--- config.mk ---
export PLATFORM = sky130hd
export DESIGN_NAME = alu_reservation_station
export DESIGN_NICKNAME = d
export VERILOG_FILES = /design/src/rtl/alu_reservation_station.sv
export SDC_FILE = /design/constraint.sdc
export NUM_CORES = 1
export LEC_CHECK = 0
export CORE_MARGIN = 4
export CORE_UTILIZATION = 45
export CTS_CLUSTER_DIAMETER = 200
export DETAILED_ROUTE_END_ITERATION = 12
export GPL_TIMING_DRIVEN = 0
export PLACE_DENSITY = 0.67
export SYNTH_ARGS = -nofsm -noshare
export SYNTH_HDL_FRONTEND = slang
export SYNTH_SLANG_ARGS = --single-unit
--- constraint.sdc ---
create_clock -name clk -period 7.3 [get_ports clk]
set_clock_uncertainty 0.05 [all_clocks]
set_input_delay 1.825 -clock clk [delete_from_list [all_inputs] [get_ports clk]]
set_output_delay 1.825 -clock clk [all_outputs]
set_load 0.01 [all_outputs]
--- src/rtl/alu_reservation_station.sv ---
// ALU reservation station: buffers renamed ALU ops until both sources are ready, issues one per cycle.
// Build option RS_AGE_SELECT_EN: oldest-first select via an age matrix (default: lowest-index select).
// Instruction vector layout, LSB first: alu_op, alu_src, imm, rob_tag, prd, prs2, prs1.
module alu_reservation_station #(
   parameter int DEPTH      = 8,
   parameter int PREG_BITS  = 7,
   parameter int ROB_BITS   = 6,
   parameter int IMM_BITS   = 32,
   parameter int OP_BITS    = 4,
   localparam int INSTR_BITS = OP_BITS + 1 + IMM_BITS + ROB_BITS + 3 * PREG_BITS,
   localparam int CNT_BITS   = $clog2(DEPTH + 1)
) (
   input  logic                  clk,
   input  logic                  rst_n,
   input  logic                  dispatch_en,
   input  logic [INSTR_BITS-1:0] dispatch_instr,
   input  logic                  src1_rdy_in,
   input  logic                  src2_rdy_in,
   output logic                  rs_full,
   output logic [CNT_BITS-1:0]   rs_count,
   input  logic                  cdb_valid,
   input  logic [PREG_BITS-1:0]  cdb_tag,
   output logic                  issue_valid,
   output logic [INSTR_BITS-1:0] issue_instr,
   input  logic                  issue_ready,
   input  logic                  flush
);

   localparam int IDX_BITS    = $clog2(DEPTH);
   localparam int ALU_SRC_POS = OP_BITS;
   localparam int PRS2_LSB    = OP_BITS + 1 + IMM_BITS + ROB_BITS + PREG_BITS;
   localparam int PRS1_LSB    = PRS2_LSB + PREG_BITS;

   logic [DEPTH-1:0]      valid_reg;
   logic [DEPTH-1:0]      rdy1_reg;
   logic [DEPTH-1:0]      rdy2_reg;
   logic [INSTR_BITS-1:0] instr_reg [DEPTH];
   logic [CNT_BITS-1:0]   count_reg;

   logic [DEPTH-1:0]      cand;
   logic [DEPTH-1:0]      pick;
   logic [DEPTH-1:0]      wake1;
   logic [DEPTH-1:0]      wake2;
   logic [DEPTH-1:0]      alloc_oh;
   logic [DEPTH-1:0]      alloc_w;
   logic [DEPTH-1:0]      sel_oh;
   logic [DEPTH-1:0]      free_w;
   logic [IDX_BITS-1:0]   sel_idx;
   logic                  sel_found;
   logic                  alloc_found;
   logic                  dispatch_fire;
   logic                  issue_fire;
   logic                  disp_rdy1;
   logic                  disp_rdy2;
   logic [DEPTH-1:0]      valid_next;
   logic [DEPTH-1:0]      rdy1_next;
   logic [DEPTH-1:0]      rdy2_next;

   assign rs_full       = (count_reg == CNT_BITS'(DEPTH));
   assign rs_count      = count_reg;
   assign dispatch_fire = dispatch_en & ~rs_full & ~flush;
   assign issue_valid   = |cand;
   assign issue_fire    = issue_valid & issue_ready;
   assign issue_instr   = issue_valid ? instr_reg[sel_idx] : '0;

   // A same-cycle broadcast of a source tag counts as ready at capture time.
   assign disp_rdy1 = src1_rdy_in |
                      (cdb_valid && cdb_tag == dispatch_instr[PRS1_LSB +: PREG_BITS]);
   assign disp_rdy2 = src2_rdy_in | dispatch_instr[ALU_SRC_POS] |
                      (cdb_valid && cdb_tag == dispatch_instr[PRS2_LSB +: PREG_BITS]);

   genvar gi;
   generate
      for (gi = 0; gi < DEPTH; gi++) begin : g_entry
         assign cand[gi]  = valid_reg[gi] & rdy1_reg[gi] & rdy2_reg[gi];
         assign wake1[gi] = valid_reg[gi] & cdb_valid &
                            (cdb_tag == instr_reg[gi][PRS1_LSB +: PREG_BITS]);
         assign wake2[gi] = valid_reg[gi] & cdb_valid &
                            (cdb_tag == instr_reg[gi][PRS2_LSB +: PREG_BITS]);
      end
   endgenerate

   // Lowest-index free entry; rs_full guarantees one exists whenever dispatch fires.
   always_comb begin
      alloc_oh    = '0;
      alloc_found = 1'b0;
      for (int i = 0; i < DEPTH; i++) begin
         if (!valid_reg[i] && !alloc_found) begin
            alloc_oh[i] = 1'b1;
            alloc_found = 1'b1;
         end
      end
   end

   assign alloc_w = dispatch_fire ? alloc_oh : '0;

`ifdef RS_AGE_SELECT_EN
   // older_reg[i][j] = 1 means entry i was dispatched before entry j.
   logic [DEPTH-1:0] older_reg [DEPTH];
   logic [DEPTH-1:0] blocked;

   always_comb begin
      blocked = '0;
      for (int i = 0; i < DEPTH; i++) begin
         for (int j = 0; j < DEPTH; j++) begin
            blocked[i] = blocked[i] | (cand[j] & older_reg[j][i]);
         end
      end
   end

   assign pick = cand & ~blocked;

   always_ff @(posedge clk or negedge rst_n) begin
      if (!rst_n) begin
         for (int i = 0; i < DEPTH; i++) older_reg[i] <= '0;
      end else if (dispatch_fire) begin
         for (int i = 0; i < DEPTH; i++) begin
            if (alloc_oh[i])
               older_reg[i] <= '0;
            else if (valid_reg[i])
               older_reg[i] <= older_reg[i] | alloc_oh;
         end
      end
   end
`else
   assign pick = cand;
`endif

   always_comb begin
      sel_idx   = '0;
      sel_oh    = '0;
      sel_found = 1'b0;
      for (int i = 0; i < DEPTH; i++) begin
         if (pick[i] && !sel_found) begin
            sel_idx   = IDX_BITS'(i);
            sel_oh[i] = 1'b1;
            sel_found = 1'b1;
         end
      end
   end

   assign free_w     = issue_fire ? sel_oh : '0;
   assign valid_next = (valid_reg & ~free_w) | alloc_w;
   assign rdy1_next  = ((rdy1_reg | wake1) & ~alloc_w) | (alloc_w & {DEPTH{disp_rdy1}});
   assign rdy2_next  = ((rdy2_reg | wake2) & ~alloc_w) | (alloc_w & {DEPTH{disp_rdy2}});

   always_ff @(posedge clk or negedge rst_n) begin
      if (!rst_n) begin
         valid_reg <= '0;
         rdy1_reg  <= '0;
         rdy2_reg  <= '0;
         count_reg <= '0;
      end else if (flush) begin
         valid_reg <= '0;
         count_reg <= '0;
      end else begin
         valid_reg <= valid_next;
         rdy1_reg  <= rdy1_next;
         rdy2_reg  <= rdy2_next;
         count_reg <= count_reg + CNT_BITS'(dispatch_fire) - CNT_BITS'(issue_fire);
      end
   end

   // Payload storage needs no reset: it is only observed through a valid entry.
   always_ff @(posedge clk) begin
      for (int i = 0; i < DEPTH; i++) begin
         if (alloc_w[i]) instr_reg[i] <= dispatch_instr;
      end
   end

endmodule

==> reports/metrics.cfg <==
[placed_design]
gp_congestion=0.8655
port-buffer-count=140
dpl-instance-area_sq_um=26180
dp_hpwl_um=39450
dp.cells=2310
place_ws_ps=1847

[logic_synthesis]
synth_area_leaders=edfxtp_1, mux2i_1, and3_1
synth_compound_area_share_pct=8.801
syn_inst=1473
yosysSeqAreaShare_pct=68.41
synth-edff-count=512
synthAdderAreaFrac_pct=0.3514
syn_area_sq_um=23500
synth_top_area_cell=edfxtp_1
synth-seq-cells=540
yosys.area.top_type_share_pct=65.42
synth_cell_types=52
synth_xor_area_share_pct=4.771
synth_warnings=0
syn_nets=1558
synthArstFlopShare_pct=5.185
synth_mux_area_share_pct=8.519
syn_area_per_cell_sq_um=15.95
synth_top_family_by_area=compound AO/OA/AOI/OAI gates
synth_flop_cell=edfxtp_1
synthSimpleGateAreaFrac_pct=6.155

[drt]
wire_per_inst_um=25.00
vias=14010
drt_wl_total_um=60410
via_per_inst=5.798
route.detailed.drc=0
dr.pass1.iters=5
antenna_left=0
drt-initial-drc-count=1354

[critical_path]
crit_fanout=10
cp-end-kind=output pin
max_stage_delay_ps=1100
critical_path.cell_chain=and3_1 -> a21oi_1 -> a21oi_1 -> clkbuf_1 -> and3_1 -> a311oi_1 -> o22ai_1 -> clkdlybuf4s50_1
startpoint_type=flip-flop
worst-setup-path-type=flip-flop to output pin
critical_path.slowest_cell=a21oi_1
crit_arrival_ps=4250
required_ps=5430
r2r_cells=7

[final_layout]
drive_above_1_share_pct=17.31
ff_latch_area_sq_um=16080
largest_reg_flops=512
stdcell_count=2416
synthToLayoutAreaGrowth_pct=19.34
final_nets=1772
final_area_sq_um=28040
fillers=4189
multi_input_area_sq_um=6758

[floorplan]
pin_count=149
die-area_sq_um=55940
initial_core_util_pct=45.62
rows=83
chipHeight_um=236.5
die_w_um=236.5
core_area_sq_um=51510

[clocking]
hold_buffers=0
cts_max_path_buffers=3
htreeDepth=2
numCtsBuffers=55
post-cts-setup-buffers=0
numClockSinks=540
clk_latency_ps=610
cts_root_buffer=clkbuf_16
ctsResizeCount=0
cts_tree=done
path_clk_slew_ps=60

[power_and_ir_drop]
p_int_w=0.005587
p_total_w=0.007338
swShare_pct=23.86
seqPwrFrac_pct=48.1
ir_worst_vdd_mv=0.1740
pwr-share-comb_pct=12.6
p_sw_w=0.001751
leakagePower_nw=9.226
powerDensity_nw_per_um2=261.7
pwr-share-clk_pct=39.3

[worst_hold_path]
hold_depth=2
hold_class=flip-flop to flip-flop

[global_route]
grt_overflow_total=0
grt_first_pass_wirelength_um=90850
track_usage_pct=21.20
grt_max_degree=56
antenna_found_initial=7
grt_pass1_vias=14290

[sta]
max_slew_margin_pct=5.506
min_period_ps=6128
slew_violations=0
fmax_ghz=0.1632
fin_crit_sh_pct=83.95
rsz0062_at_grt=false
setup_violations=0
fin_ws_ps=1172
worstMarginPinSlew_ps=1417
tns_ps=0
hold_viol=0

[flow_run]
maxCapViolCount=0

[status]
status=finished clean

-- final timing paths --
| kind | slack, ps | from | endpoint |
|---|---|---|---|
| worst min register to register | 490 | rdy1_reg[7]$_DFFE_PN0N_ | rdy1_reg[7]$_DFFE_PN0N_ |
| worst max register to register | 4400 | rs_count[2]$_DFF_PN0_ | instr_reg[5][48]$_DFFE_PP_ |
| worst max-delay path | 1170 | valid_reg[1]$_DFF_PN0_ | issue_instr[46] |
| min in group asynchronous | 1180 | rst_n | rs_count[3]$_DFF_PN0_ |
| max in group asynchronous | 5600 | rst_n | rdy1_reg[2]$_DFFE_PN0N_ |
| worst min-delay path | 490 | rdy1_reg[7]$_DFFE_PN0N_ | rdy1_reg[7]$_DFFE_PN0N_ |
-- critical path: cells and delay by family (launching register included) --
family          cells  cell delay, ps
simple gates        2             490
buf+inv             2            1070
flops               1             510
compound gates      4            1580
-- layer usage --
metal	track usage, %	part of all wire [%]	vias to the layer above
li1	-	-	6306
met4	6.175	2.3	8
met5	0	0.086	-
met3	4.135	6.5	93
met2	34.28	48	446
met1	29.47	43	7155
-- cell usage in the layout, fill, tap and decap left out, drive strengths merged, types with 2 or more instances in the layout --
master           n
nand2           16
nand4           11
nand3b           2
a31o             3
xnor2           35
a311oi          70
xor2            93
a21oi           28
a211oi          64
nor4            21
nor3            12
and2             3
and3           135
clkinv          28
diode            3
dfrtp           28
mux2            64
or4              3
buf             78
clkbuf         116
a2bb2oi          3
inv             11
o22ai           64
clkdlybuf4s50  139
bufinv           7
o21ai            6
edfxtp         512
a21o             2
nor2            17
mux2i          128
ha               5
nor2b            4
nand3           13
-- kinds of logic after synthesis --
family,count (synthesis)
multiplexers,192
AND/OR/NAND/NOR,244
buffers and inverters,119
flip-flops,540
AO/OA/AOI/OAI,244
adder cells (fa/ha/maj),6
XOR/XNOR,128
-- area by class of cell --
type / instances / share of cell area (%)
Antenna cell: 3 / 0.02677
Multi-Input combinational cell: 814 / 24.10
Timing Repair Buffer: 157 / 6.335
Sequential cell: 540 / 57.32
Tap cell: 680 / 3.034
Clock buffer: 67 / 5.291
Inverter: 10 / 0.1606
Buffer: 109 / 2.391
Clock inverter: 36 / 1.343
-- metrics by stage --
stage / util (%) / hold WS [ps]
3_5_place_dp: 50.83 / 466.8
5_1_grt: 54.44 / 511.7
6_report: 54.45 / 485.3
2_1_floorplan: - / 436.6
4_1_cts: 54.44 / 481.6
3_3_place_gp: 50.01 / 453.5
-- synth_stat cells, types with 3 or more instances --
cell type / n
nand4_1: 11
xnor2_1: 35
clkbuf_1: 47
nand3_1: 13
edfxtp_1: 512
a311oi_1: 70
nor3_1: 12
o22ai_1: 64
a2bb2oi_1: 3
dfrtp_1: 28
ha_1: 5
nor2b_1: 4
mux2_2: 64
a31o_2: 3
buf_4: 7
nor2_1: 17
buf_6: 26
buf_2: 25
inv_1: 10
xor2_1: 93
o21ai_0: 5
and3_1: 134
a211oi_2: 60
and2_1: 3
a21oi_1: 27
nand2_1: 15
a211oi_1: 4
nor4_1: 21
mux2i_1: 128
-- power by group through the flow --
stage	Sequential [W]	Clock [W]	Combinational [W]
3_3_place_gp	0.00360	0	0.000892
4_1_cts	0.00353	0.00293	0.000932
3_5_place_dp	0.00360	0	0.000927
2_1_floorplan	0.00359	0	0.000474
6_report	0.00353	0.00288	0.000926
5_1_grt	0.00354	0.00306	0.000992
No activity file was read; power rests on OpenSTA's default activity.
